## src/rtl/mul_issue_queue.sv

```systemverilog
// Operand FIFO + issue/collect sequencer for the 32-bit sequential multiplier; `MULT_ISSUE_TIMEOUT_EN adds a WAIT watchdog.
// Latency: push at edge P -> mul_start after P+1, out_valid after P+37 (35-cycle multiplier).
// Backpressure: in_ready drops when the FIFO is full; a stalled result parks in HOLD, blocking further issue.

module mul_iq_fifo #(
    parameter int W     = 64,
    parameter int DEPTH = 4
) (
    input  logic                     clk,
    input  logic                     rst,
    input  logic                     push,
    input  logic [W-1:0]             push_dat,
    input  logic                     pop,
    output logic [W-1:0]             pop_dat,
    output logic [$clog2(DEPTH):0]   count
);
    localparam int AW = $clog2(DEPTH);

    logic [W-1:0]  mem [DEPTH];
    logic [AW-1:0] wr_ptr;
    logic [AW-1:0] rd_ptr;

    always_ff @(posedge clk) begin
        if (push) mem[wr_ptr] <= push_dat;
    end

    // DEPTH is a power of two, so pointer overflow is the modulo wrap.
    always_ff @(posedge clk or posedge rst) begin
        if (rst) begin
            wr_ptr <= '0;
            rd_ptr <= '0;
            count  <= '0;
        end else begin
            if (push) wr_ptr <= wr_ptr + AW'(1);
            if (pop)  rd_ptr <= rd_ptr + AW'(1);
            case ({push, pop})
                2'b10:   count <= count + (AW+1)'(1);
                2'b01:   count <= count - (AW+1)'(1);
                default: ;
            endcase
        end
    end

    assign pop_dat = mem[rd_ptr];
endmodule

module mul_issue_queue #(
    parameter int DEPTH          = 4,
    parameter int TIMEOUT_CYCLES = 48
) (
    input  logic                   clk,
    input  logic                   rst,
    input  logic                   in_valid,
    output logic                   in_ready,
    input  logic [31:0]            in_a,
    input  logic [31:0]            in_b,
    output logic                   out_valid,
    input  logic                   out_ready,
    output logic [31:0]            out_product,
    output logic                   out_err,
    output logic                   mul_start,
    output logic [31:0]            mul_multiplicand,
    output logic [31:0]            mul_multiplier,
    input  logic [31:0]            mul_product,
    input  logic                   mul_done,
    output logic                   busy,
    output logic [$clog2(DEPTH):0] fifo_count
);
    localparam int CW = $clog2(DEPTH) + 1;
    localparam logic [CW-1:0] FULL = CW'(DEPTH);

    typedef struct packed {
        logic [31:0] a;
        logic [31:0] b;
    } opnd_t;

    typedef enum logic [1:0] {S_IDLE, S_ISSUE, S_WAIT, S_HOLD} state_t;

    state_t      state, state_nxt;
    opnd_t       head;
    logic        push, pop, slot_free, load, load_err;
    logic [31:0] load_prod;
    logic        tmo_hit, hold_err;

    assign in_ready  = !rst && (fifo_count != FULL);
    assign push      = in_valid && in_ready;
    assign slot_free = !out_valid || out_ready;
    assign busy      = (state != S_IDLE);

    mul_iq_fifo #(.W($bits(opnd_t)), .DEPTH(DEPTH)) u_fifo (
        .clk      (clk),
        .rst      (rst),
        .push     (push),
        .push_dat ({in_a, in_b}),
        .pop      (pop),
        .pop_dat  (head),
        .count    (fifo_count)
    );

`ifdef MULT_ISSUE_TIMEOUT_EN
    localparam int TW = $clog2(TIMEOUT_CYCLES + 1);
    logic [TW-1:0] wait_cnt;

    always_ff @(posedge clk or posedge rst) begin
        if (rst)                  wait_cnt <= '0;
        else if (state == S_ISSUE) wait_cnt <= '0;
        else if (state == S_WAIT)  wait_cnt <= wait_cnt + TW'(1);
    end

    assign tmo_hit = (state == S_WAIT) && !mul_done && (wait_cnt == TW'(TIMEOUT_CYCLES - 1));
`else
    assign tmo_hit = 1'b0;
`endif

    always_ff @(posedge clk or posedge rst) begin
        if (rst) state <= S_IDLE;
        else     state <= state_nxt;
    end

    always_comb begin
        state_nxt = state;
        pop       = 1'b0;
        load      = 1'b0;
        load_prod = mul_product;
        load_err  = 1'b0;
        case (state)
            S_IDLE: begin
                if (fifo_count != '0) begin
                    pop       = 1'b1;
                    state_nxt = S_ISSUE;
                end
            end
            // The multiplier drops a stale done only on the edge that samples start.
            S_ISSUE: state_nxt = S_WAIT;
            S_WAIT: begin
                if (mul_done || tmo_hit) begin
                    if (slot_free) begin
                        load      = 1'b1;
                        load_prod = tmo_hit ? 32'h0 : mul_product;
                        load_err  = tmo_hit;
                        state_nxt = S_IDLE;
                    end else begin
                        state_nxt = S_HOLD;
                    end
                end
            end
            S_HOLD: begin
                if (slot_free) begin
                    load      = 1'b1;
                    load_prod = hold_err ? 32'h0 : mul_product;
                    load_err  = hold_err;
                    state_nxt = S_IDLE;
                end
            end
            default: state_nxt = S_IDLE;
        endcase
    end

    always_ff @(posedge clk or posedge rst) begin
        if (rst) begin
            mul_start        <= 1'b0;
            mul_multiplicand <= '0;
            mul_multiplier   <= '0;
            out_valid        <= 1'b0;
            out_product      <= '0;
            out_err          <= 1'b0;
            hold_err         <= 1'b0;
        end else begin
            mul_start <= pop;
            if (pop) begin
                mul_multiplicand <= head.a;
                mul_multiplier   <= head.b;
            end
            if (state == S_WAIT) hold_err <= tmo_hit;
            if (load) begin
                out_valid   <= 1'b1;
                out_product <= load_prod;
                out_err     <= load_err;
            end else if (out_ready) begin
                out_valid   <= 1'b0;
            end
        end
    end
endmodule
```

## config.mk

```make
export PLATFORM = sky130hd
export DESIGN_NAME = mul_issue_queue
export DESIGN_NICKNAME = d
export VERILOG_FILES = /design/src/rtl/mul_issue_queue.sv
export SDC_FILE = /design/constraint.sdc
export NUM_CORES = 1
export LEC_CHECK = 0
export CAP_MARGIN = 20
export CORE_MARGIN = 2
export CORE_UTILIZATION = 35
export CTS_CLUSTER_SIZE = 14
export DETAILED_ROUTE_END_ITERATION = 12
export GPL_TIMING_DRIVEN = 1
export PLACE_DENSITY = 0.55
export SETUP_SLACK_MARGIN = 0.02
export SYNTH_ARGS = -nofsm -noshare
export SYNTH_HDL_FRONTEND = slang
export SYNTH_SLANG_ARGS = --single-unit
```

## constraint.sdc

```tcl
create_clock -name clk -period 5.3 [get_ports clk]
set_clock_uncertainty 0.05 [all_clocks]
set_input_delay 1.06 -clock clk [delete_from_list [all_inputs] [get_ports clk]]
set_output_delay 1.06 -clock clk [all_outputs]
set_load 0.01 [all_outputs]
```

### After elaboration in Yosys (flattened, before gate mapping)

Memories as Yosys holds them, arrays and structs flattened. A register that Yosys moved wholly into a read port is not among the register bits.
Cells that the tools add are included.

* register bits: 43
* RAM bits: 256
* output and inout bits: 104
* memories kept: 1

* add/sub/neg operators: 4
* equal/unequal tests: 9
* mux-type cells: 15
* reduce and logical (&&, ||, !) cells: 11

Memory list
* u_fifo.mem: depth 4, bits a word 64, read ports 1, clocked after Yosys merged registers in 1, write ports 1, RTL line 19 `logic [W-1:0] mem [DEPTH];`

Operators by type and width (count)
* 1-bit two-way mux: 8
* 2-bit two-way mux: 4
* 2-bit one-hot mux with 4 select lines: 1
* 2-bit equality test, second input constant: 3
* 2-bit inequality test, second input constant: 3
* 3-bit one-hot mux with 2 select lines: 1
* 2-bit nonzero test: 3
* 2-bit by 1-bit adder with 2-bit output, second input constant: 2
* 2-bit by 1-bit equality test with 1-bit output, second input constant: 2
* 3-bit by 1-bit adder with 3-bit output, second input constant: 1
* 3-bit inequality test, second input constant: 1
* 3-bit AND reduction: 1
* 3-bit nonzero test: 1
* 3-bit by 1-bit subtractor with 3-bit output, second input constant: 1
* 1-bit logical AND: 2
* 1-bit logical NOT: 2
* 2-bit logical NOT: 1
* 1-bit one-hot mux with 2 select lines: 1
* 1-bit logical OR: 1

### Logic depth before layout (Yosys ltp)

* word-level depth: 6
* gate-level depth with buffers: 9

### Modules after synthesis

A second synthesis with hierarchy kept.

* cell total of the unflattened synthesis: 589
* area total of the unflattened synthesis: 13589.3 µm²

Modules (own cells, without submodules)
* mul_iq_fifo: instances 1, cells each 366, area an instance 9611.7 µm²
* mul_issue_queue: instances 1, cells each 223, area an instance 3977.6 µm²

### Worst setup path after synthesis

No wires, ideal clock.

* kind: input to register
* from: input port rst
* to: memory u_fifo.mem[0][0], enable pin
* data arrival time: 2.986 ns
* setup slack: 1.835 ns
* cell stages on the path: 2
* buffers on the path: 0
* cells stage by stage: a211oi_2 and2_1

* longest elaborated chain between the ends: 5

RTL lines
* start: declaration: RTL line 52 `input logic rst,`
* 1-bit logical NOT (no line)
* 1-bit logical AND: RTL line 85 `assign in_ready = !rst && (fifo_count != FULL);`
* 1-bit logical AND: RTL line 86 `assign push = in_valid && in_ready;`
* 1-bit two-way mux: RTL line 24 `if (push) mem[wr_ptr] <= push_dat;`
* 1-bit two-way mux (not written as such): RTL line 24
* end: declaration: RTL line 19

No other way between the ends.

### Worst setup path in the final report

* from: input port rst
* to: output port in_ready

* longest elaborated chain between the ends: 2

RTL lines
* 1-bit logical NOT (no line)
* 1-bit logical AND: RTL line 85
* end: declaration: RTL line 54 `output logic in_ready,`

No other way between the ends.

==> impl_metrics.toml <==
[layout]
fin_area_um2 = 17200
layoutNonFillerInstCount = 1356
fin_nets = 921
num_antenna_cells = 0
synthToLayoutAreaGrowth_pct = 29.2
drive_above_1_share = 0.278

[placed_design]
routabilityCongestion = 0.655
numPlacedInstances = 1283
post-place-ws_ps = 1770
port_buffers = 203
dp_hpwl_um = 15900
placedInstanceArea_um2 = 15900

[cts]
clkTransAtPathRegs_ps = 60
clkSinkCount = 363
cts_setup_buffers = 0
cts_root_buf = "clkbuf_16"
cts_buffer_depth = 3
cts_hold_buffers = 0
cts_tree = "built"
cts_htree_levels = 2
clk_latency_ps = 520
cts_made_buffers = 39
post_cts_resized = 0

[setup_path]
critPathKind = "input pin to output pin"
cpPeakStageDelay_ps = 550
crit_buf_inv = 2
worstPathMaxFanout = 3
crit_chain = "clkdlybuf4s50_1 > a21oi_1 > clkdlybuf4s50_1"
cp_top_family = "buffers and inverters"
cp-end-kind = "output pin"
r2r_cells = 3
cp_slowest_cell = "clkdlybuf4s50_1"
worstPathRequired_ps = 4190
cp_common_cell = "clkdlybuf4s50_1"
critical_path_depth = 3
cp-start-kind = "input pin"
worstPathArrival_ps = 2240

[power]
power_density_nw_per_um2 = 571
peakVddDrop_mv = 0.219
total_power_mw = 9.86
power.leakage_nw = 5.98

[sta]
slew_headroom = 0.323
setup_violations = 0
period_minus_slack_ps = 3350
timing_hold_violations_final = 0
grt_setup_unrepaired = "false"
fin_tns_setup_ps = 0
worst_slew_pin_slew_ps = 1020
post-route-period-util = 0.633
timing.final.ws_setup_ps = 1950
fmax_mhz = 298
slew_violations = 0

[hold_path]
hp-class = "flop to flop"
holdPathStages = 1

[routing]
first_pass_iters = 4
wl_um = 26500
drtIter0Drc = 278
drtAntennaViolNets = 0
viasPerCell = 4.60
via_count = 6239
wl_per_cell_um = 19.6
drcViolationCount = 0

[job]
drv_cap = 0

[synth]
syn_inst = 590
synthArstFlopShare = 0.295
syn_area_per_cell_um2 = 22.6
synth.most_common_cell = "edfxtp_1"
synthTopCellsByCount = "edfxtp_1 (256), dfrtp_1 (107), mux2_2 (97), mux4_2 (64)"
yosys_warnings = 0
ys_types = 27
synth_edf_count = 256
seq_area_frac_synth = 0.776
synth_nets = 697
syn_area_um2 = 13400
yosysTopAreaCell = "edfxtp_1"
yosys_most_used_dff = "edfxtp_1"
synth_top_area_frac = 0.576
synth-seq-cells = 363
ys_top_cells_by_area = "edfxtp_1 (58%), dfrtp_1 (20%), mux4_2 (11%), mux2_2 (8.2%), ha_1 (0.47%)"

[floorplanning]
row_count = 71
die_y_um = 199
pin_count = 205
die_area_um2 = 39700
coreArea_um2 = 37600
start_util = 0.355
fp.dieW_um = 199

[global_route]
grt_overflow = 0
grt_max_degree = 68
grt_pass1_wl_um = 40600
grt_pass1_vias = 6956
track_usage = 0.135
antenna_found_initial = 1

[status]
run_status = "finished, final reports clean"
kinds of logic after synthesis:
family / Yosys count / synth area share
flops: 363 / 0.776
mux: 162 / 0.191
buf+inv: 35 / 0.0149
simple gates: 11 / 0.00422
fa+ha+maj: 6 / 0.00619
compound gates: 6 / 0.00365
xor+xnor: 6 / 0.00394
other cells: 1 / 0.000281
where the power goes:
part / total [mW] / switching (mW) / leakage, nW / internal [mW]
Clock: 2.72 / 1.07 / 0.635 / 1.64
Sequential: 4.14 / 0.422 / 3.58 / 3.72
Combinational: 3.00 / 1.17 / 1.77 / 1.83
final cells by class:
cell class	instances	area, µm²
fill	3222	20300
sequential	363	10400
multi-input combinational	192	2800
timing repair buffer	209	2100
clock buffer	54	1090
tap	511	639
clock inverter	18	206
inverter	9	36.3
worst paths after layout:
kind	slack [ps]	start	to
max	1950	rst	in_ready
min	450	out_product[19]$_DFFE_PP0P_	out_product[19]$_DFFE_PP0P_
max reg2reg	2820	u_fifo.count[0]$_DFFE_PP0P_	u_fifo.mem[0][8]$_DFFE_PP_
min reg2reg	450	out_product[19]$_DFFE_PP0P_	out_product[19]$_DFFE_PP0P_
max in group asynchronous	3220	rst	out_product[26]$_DFFE_PP0P_
min in group asynchronous	1060	rst	mul_multiplicand[27]$_DFFE_PP0P_
placed cells by master (no fill, tap or decap), drive strengths merged, types with 2 or more instances in the layout:
| cell | instances |
|---|---|
| clkbuf | 54 |
| edfxtp | 256 |
| buf | 6 |
| inv | 10 |
| clkdlybuf4s50 | 203 |
| ha | 5 |
| and2 | 4 |
| xor2 | 4 |
| mux4 | 64 |
| bufinv | 4 |
| mux2 | 97 |
| xnor2 | 2 |
| dfrtp | 107 |
| clkinv | 12 |
| nor2 | 4 |
sequential cells by signal, summed over array words and instances, names as in the netlist:
name and count:
out_product 32, u_fifo.count 3, u_fifo.rd_ptr 2, u_fifo.mem 256
state 2, mul_multiplier 32, mul_start 1, out_valid 1
mul_multiplicand 32, u_fifo.wr_ptr 2
worst reg2reg max path, cell delays in order, from the launching register on:
cell      delay [ps]
dfrtp_1          460
nor2_1           110
a211oi_2         500
and2_4           890
layer usage:
layer	global-route usage	vias up	part of all wire
met5	0	-	0.00068
met3	0.0307	38	0.060
met2	0.228	162	0.49
li1	-	2816	-
met1	0.176	3221	0.43
met4	0.0368	2	0.017
metrics by stage:
stage / util / hold slack, ps
finish: 0.459 / 452
global route: 0.459 / 468
CTS: 0.458 / 458
detailed placement: 0.424 / 444
global placement: 0.424 / 438
floorplan: - / 454
Power figures use the tool's default switching activity.
